### src/rtl/tlul_rsp_intg_gen_fifo.sv
// TL-UL device-response integrity generator with a small response buffer.
// Each accepted D-channel response gets its response and data integrity
// bits computed at push time. The stamped word is held in a FIFO of Depth
// entries and presented to the host with valid/ready handshaking.

package tlul_rsp_intg_pkg;

    typedef enum logic [2:0] {
        AccessAck     = 3'h0,
        AccessAckData = 3'h1
    } tl_d_op_e;

    typedef struct packed {
        logic [6:0] rsp_intg;
        logic [6:0] data_intg;
    } tl_d_user_t;

    typedef struct packed {
        logic       d_valid;
        tl_d_op_e   d_opcode;
        logic [2:0] d_param;
        logic [1:0] d_size;
        logic [7:0] d_source;
        logic       d_sink;
        logic [31:0] d_data;
        tl_d_user_t d_user;
        logic       d_error;
        logic       a_ready;
    } tl_d2h_t;

endpackage

module tlul_rsp_intg_gen_fifo
    import tlul_rsp_intg_pkg::*;
#(
    parameter int unsigned Depth          = 2,
    parameter bit          EnableRspIntg  = 1'b1,
    parameter bit          EnableDataIntg = 1'b1,
    localparam int unsigned CntW          = $clog2(Depth + 1)
) (
    input  logic            clk_i,
    input  logic            rst_ni,
    input  tl_d2h_t         tl_i,
    output logic            tl_i_ready_o,
    output tl_d2h_t         tl_o,
    input  logic            tl_o_ready_i,
    output logic [CntW-1:0] count_o
);

    localparam int unsigned PtrW = (Depth > 1) ? $clog2(Depth) : 1;
    localparam logic [PtrW-1:0] LastPtr = PtrW'(Depth - 1);
    localparam logic [CntW-1:0] FullCnt = CntW'(Depth);

    // Hsiao SECDED(64,57) parity masks for the response header.
    localparam logic [63:0] RspMask [7] = '{
        64'h0103FFF800007FFF, 64'h017C1FF801FF801F, 64'h01BDE1F87E0781E1,
        64'h01DEEE3B8E388E22, 64'h01EF76CDB2C93244, 64'h01F7BB56D5525488,
        64'h01FBDDA769A46910
    };

    // Hsiao SECDED(39,32) parity masks for the data word.
    localparam logic [38:0] DataMask [7] = '{
        39'h002606BD25, 39'h00DEBA8050, 39'h00413D89AA, 39'h0031234ED1,
        39'h00C2C1323B, 39'h002DCC624C, 39'h0098505586
    };

    tl_d2h_t         mem_reg [Depth];
    logic [PtrW-1:0] wr_ptr_reg, wr_ptr_next;
    logic [PtrW-1:0] rd_ptr_reg, rd_ptr_next;
    logic [CntW-1:0] count_reg, count_next;

    logic [63:0] rsp_payload;
    logic [38:0] data_payload;
    logic [6:0]  rsp_calc;
    logic [6:0]  data_calc;
    tl_d2h_t     push_entry;
    logic        push;
    logic        pop;

    // Header payload is {opcode, size, error}, error at bit 0, zero-extended.
    assign rsp_payload  = 64'({tl_i.d_opcode, tl_i.d_size, tl_i.d_error});
    assign data_payload = 39'(tl_i.d_data);

    generate
        for (genvar gi = 0; gi < 7; gi++) begin : g_parity
            assign rsp_calc[gi]  = ^(rsp_payload & RspMask[gi]);
            assign data_calc[gi] = ^(data_payload & DataMask[gi]);
        end
    endgenerate

    // Acceptance depends only on occupancy, never on the host's ready.
    assign tl_i_ready_o = (count_reg < FullCnt);
    assign push         = tl_i.d_valid && tl_i_ready_o;
    assign pop          = (count_reg != '0) && tl_o_ready_i;
    assign count_o      = count_reg;

    // Build the stored word: handshake bits cleared, integrity stamped or passed.
    always_comb begin
        push_entry                  = tl_i;
        push_entry.d_valid          = 1'b0;
        push_entry.a_ready          = 1'b0;
        push_entry.d_user.rsp_intg  = EnableRspIntg  ? rsp_calc  : tl_i.d_user.rsp_intg;
        push_entry.d_user.data_intg = EnableDataIntg ? data_calc : tl_i.d_user.data_intg;
    end

    // Pointer and occupancy update; pointers wrap at Depth, not a power of two.
    always_comb begin
        wr_ptr_next = wr_ptr_reg;
        rd_ptr_next = rd_ptr_reg;
        count_next  = count_reg;
        if (push) begin
            wr_ptr_next = (wr_ptr_reg == LastPtr) ? '0 : wr_ptr_reg + 1'b1;
        end
        if (pop) begin
            rd_ptr_next = (rd_ptr_reg == LastPtr) ? '0 : rd_ptr_reg + 1'b1;
        end
        if (push && !pop) begin
            count_next = count_reg + 1'b1;
        end else if (pop && !push) begin
            count_next = count_reg - 1'b1;
        end
    end

    // Control state registers.
    always_ff @(posedge clk_i or negedge rst_ni) begin
        if (!rst_ni) begin
            wr_ptr_reg <= '0;
            rd_ptr_reg <= '0;
            count_reg  <= '0;
        end else begin
            wr_ptr_reg <= wr_ptr_next;
            rd_ptr_reg <= rd_ptr_next;
            count_reg  <= count_next;
        end
    end

    generate
        for (genvar gi = 0; gi < Depth; gi++) begin : g_entry
            // Each slot captures the stamped word when the write pointer selects it.
            always_ff @(posedge clk_i or negedge rst_ni) begin
                if (!rst_ni) begin
                    mem_reg[gi] <= '0;
                end else if (push && (wr_ptr_reg == PtrW'(gi))) begin
                    mem_reg[gi] <= push_entry;
                end
            end
        end
    endgenerate

    // Present the head entry; everything but a_ready is zero while empty.
    always_comb begin
        tl_o = '0;
        if (count_reg != '0) begin
            tl_o         = mem_reg[rd_ptr_reg];
            tl_o.d_valid = 1'b1;
        end
        tl_o.a_ready = tl_i.a_ready;
    end

endmodule

### config.mk
export PLATFORM = sky130hd
export DESIGN_NAME = tlul_rsp_intg_gen_fifo
export DESIGN_NICKNAME = d
export VERILOG_FILES = /design/src/rtl/tlul_rsp_intg_gen_fifo.sv
export SDC_FILE = /design/constraint.sdc
export NUM_CORES = 1
export LEC_CHECK = 0
export CAP_MARGIN = 0
export CELL_PAD_IN_SITES_DETAIL_PLACEMENT = 2
export CELL_PAD_IN_SITES_GLOBAL_PLACEMENT = 2
export CORE_ASPECT_RATIO = 0.75
export CORE_MARGIN = 2
export CORE_UTILIZATION = 31
export CTS_CLUSTER_SIZE = 16
export DETAILED_ROUTE_END_ITERATION = 8
export PLACE_DENSITY_LB_ADDON = 0.12
export SETUP_SLACK_MARGIN = 0.2
export SYNTH_ARGS = -nofsm -noshare
export SYNTH_HDL_FRONTEND = slang
export SYNTH_SLANG_ARGS = --single-unit
export TNS_END_PERCENT = 1
### constraint.sdc
create_clock -name clk_i -period 1.6 [get_ports clk_i]
set_input_delay 0.24 -clock clk_i [delete_from_list [all_inputs] [get_ports clk_i]]
set_output_delay 0.24 -clock clk_i [all_outputs]
set_load 0.01 [all_outputs]
-- Yosys cells after proc, flatten, opt, wreduce, memory -nomap -nowiden
Index checks and enable logic that the tools add are counted.
- add/subtract/negate cells: 4
- magnitude comparators: 2
- multiplexer cells: 8
- bitwise operators: 2
- reductions and logical operators: 24
- operators with widths (kind ; number):
    64-bit XOR reduction ; 7
    39-bit XOR reduction ; 7
    65-bit two-way mux ; 3
    66-bit two-way mux ; 1
    1-bit logical AND ; 6
    2-bit two-way mux ; 2
    2-bit nonzero test ; 2
    1-bit adder, second input constant ; 2
    2-bit by 1-bit adder with 2-bit output, second input constant ; 1
    2-bit >= comparator, second input constant ; 1
    1-bit logical NOT ; 2
    2-bit < comparator, second input constant ; 1
    1-bit two-way mux ; 2
    1-bit NOT with 2-bit output ; 1
    2-bit by 1-bit subtractor with 2-bit output, second input constant ; 1
    1-bit NOT ; 1
- bits in registers: 132
- bits of input ports: 69
- output and inout port bits: 69
- word-level logic and storage cells: 61

-- Longest topological paths before layout
- word-level depth: 6
- gate-level depth with buffers: 7
- mapped depth without buffers: 7

-- Worst setup path after synthesis
Ideal clock, no wire load.
- kind: reg2reg
- from: reg count_reg[1], in the netlist count_o[1]
- to: reg mem_reg[109] (netlist bit)
- setup time: 0.125 ns
- data arrival time: 1.466 ns
- data required time: 1.475 ns
- slack: 0.009 ns
- cell stages (with the launch flop): 6
- clock period less this slack: 1.591 ns
- cells stage by stage: dfrtp_1 nor2b_1 nor2b_1 buf_2 buf_4 mux2_2
- longest elaborated chain between the ends: 3
- RTL lines (what ; RTL line ; text):
    start, declared ; 70 ; logic [CntW-1:0] count_reg, count_next;
    start signal, assigned ; 133 ; count_reg <= count_next;
    2-bit < comparator ; 92 ; assign tl_i_ready_o = (count_reg < FullCnt);
    1-bit logical AND ; 93 ; assign push = tl_i.d_valid && tl_i_ready_o;
    net push ; 77 ; logic push;
    1-bit logical AND ; 143 ; end else if (push && (wr_ptr_reg == PtrW'(gi))) begin
    end signal, assigned by index ; 144 ; mem_reg[gi] <= push_entry;
    end, declared ; 67 ; tl_d2h_t mem_reg [Depth];
The timed path passes the listed nets, and every way through them passes these cells.
A chain may end at the register's enable or synchronous reset.

==> impl_metrics.ini <==
[floorplan]
std_cell_rows = 45
die_h_um = 128.1
start_util = 0.3148
die_area_um2 = 21700
top_level_ports = 138
dieWidth_um = 169.4
core-area_um2 = 20210

[final_layout]
drive_gt1_frac = 0.3980
largest_reg_flops = 122
area_delta_synth_final_pct = 46.93
filler_cell_count = 1970
layout.nets = 763
final-instance-count-excl-fill = 964
num_antenna_cells = 0

[timing]
fin_crit_ns = 2.012
finalSetupViolations = 95
hold_slack_ns = 0.1398
rsz0062_at_grt = true
worst_slack_ns = -0.4116
hold_viol_final = 0
slew_headroom = 0.6778
finalCritPeriodShare = 1.257
finalClockSkew_ns = 0.006011
final_max_slew_viol_count = 0
max_freq_mhz = 497.1
tns_ns = -21.45
worstMarginPinSlew_ns = 0.4798

[detailed_routing]
met2_length_um = 10340
met1_length_um = 9658
drt_iter0_drc = 154
top_layer_used = met4
viasPerCell = 4.762
dr.pass1.iters = 4
drc_errors = 0
detail-route-antenna-nets = 0
wl_per_cell_um = 21.66
met3WireLength_um = 647
vias = 4591
routed_wl_um = 20880

[synth]
ys_async_sr_fraction = 1.000
synthesis.nets = 572
synth.most_common_cell = dfrtp_1
yosysWarnings = 0
netlist_top_cells_area = dfrtp_1 (50%), mux2_2 (9.9%), mux2i_1 (9.8%), mux2_1 (7.8%), xnor2_1 (6.1%)
synthCells = 502
synth_area_leader_cell = dfrtp_1
ys_types = 21
synth.cell_area_um2 = 6364
avgSynthCellArea_um2 = 12.68
ys_ff_latch = 126
synth_top_area_share = 0.4955
ys_seq_area_frac = 0.4955
synth-edff-count = 0
ys_top_cells_by_count = dfrtp_1 (126), nor2_1 (73), mux2i_1 (62)
ys.flop_type = dfrtp_1

[placed_design]
gp_congestion = 0.7141
portBuffers = 121
dp_cells = 912
dp_worst_setup_slack_ns = -0.6115
dpl.hpwl_um = 14230

[clock_tree]
clock_path_buffers = 2
cts_tree = done
clkLatencyLatePin_ns = 0.43
numCtsBuffers = 17
root_buffer = clkbuf_16
cts_sinks = 126
htreeDepth = 4
clkTransAtPathRegs_ns = 0.06

[run]
maxCapViolations = 0

[power]
vdd_drop_max_mv = 0.7678
p_per_area_nw_per_um2 = 2217
finalPower_mw = 20.73
p_leak_nw = 4.422

[global_route]
grt_remaining_overflow = 0
grt_usage = 0.2009
antenna_found_initial = 1
grt_max_degree = 47
grt_pass1_wl_um = 32040
grt_pass1_vias = 5342

[critical_path]
worstPathCellList = buf_16, mux2i_2, nor2_1, dlygate4sd2_1
cp_slowest_stage_delay_ns = 0.52
startpoint_type = flip-flop
crit_slowest_cell = dfrtp_4
critPathBufInv = 2
cp.arrival_ns = 1.77
worstPathMaxFanout = 14
cp-end-kind = output pin
required_ns = 1.36
critPathKind = reg2out
path_delay_family = flip-flops

[run_status]
status = finished, violations left
violations = setup timing

[hold_path]
hold_class = in2reg
[layout by cell type, fill, tap and decap left out, drive strengths merged, types with 10 or more instances in the layout]
master,count
buf,143
dfrtp,126
mux2,100
nor2,73
mux2i,62
xnor2,47
clkdlybuf4s50,30
clkbuf,25
dlygate4sd2,18
xnor3,13
nand2,13
o21ai,11
a21oi,10
[cell type report]
type	instances	area, um2	area share
Sequential cell	126	3157	0.3376
Inverter	3	16.27	0.001740
Clock inverter	10	231.5	0.02476
Clock buffer	22	474.2	0.05072
Timing Repair Buffer	204	1808	0.1934
Multi-Input combinational cell	341	3341	0.3573
Tap cell	258	322.8	0.03452
[through the flow]
stage	util	cell area [um2]
2_1_floorplan	-	6416
6_report	0.4626	9350
5_1_grt	0.4626	9350
3_3_place_gp	0.4151	8391
3_5_place_dp	0.4151	8391
4_1_cts	0.4510	9116
[cell families after synthesis]
family,Yosys count,share of synthesized area
adder cells (fa/ha/maj),1,0.001966
XOR/XNOR,69,0.1302
flip-flops,126,0.4955
buffers and inverters,35,0.02871
AO/OA/AOI/OAI,21,0.01652
AND/OR/NAND/NOR,88,0.05269
multiplexers,162,0.2745
[power breakdown]
part / internal (mW) / leakage [nW] / switching (mW) / total (mW)
clock: 3.21 / 0.341 / 1.52 / 4.73
sequential: 4.83 / 1.49 / 1.10 / 5.93
combinational: 5.25 / 2.59 / 4.82 / 10.1
[worst reg2reg max path, cell delays in order (launching register included)]
cell	delay, ns
dfrtp_1	0.42
buf_6	0.14
nor2b_4	0.11
nor2b_4	0.22
buf_12	0.26
mux2_1	0.38
[per-layer routing]
metal / global-route usage / vias to the layer above
li1: - / 2083
met1: 0.2660 / 2411
met2: 0.3378 / 82
met3: 0.03612 / 15
met4: 0.06033 / 0
met5: 0 / -
[path summary, 6_finish.rpt]
check | from | to | slack (ns) | cells after the start
worst max-delay path | rd_ptr_reg | tl_o[7] | -0.41 | 4
worst min-delay path | tl_i[20] | mem_reg[86] | 0.14 | 2
worst max register to register | count_o[1] | mem_reg[100] | -0.05 | 5
worst min register to register | mem_reg[115] | mem_reg[115] | 0.49 | 1
max in group asynchronous | rst_ni | mem_reg[64] | 0.75 | 3
min in group asynchronous | rst_ni | mem_reg[128] | 0.26 | 2
[repair_timing]
| action | in CTS | in global routing |
|---|---|---|
| hold buffers | 1 | 0 |
| gates cloned | 1 | 1 |
| endpoints found under the hold margin | 19 | 0 |
| resized for setup | 308 | 42 |
| setup buffers | 4 | 13 |
| setup endpoints to repair | 192 | 192 |
| pin swaps | 10 | 15 |
No activity file was read; power rests on OpenSTA's default activity.
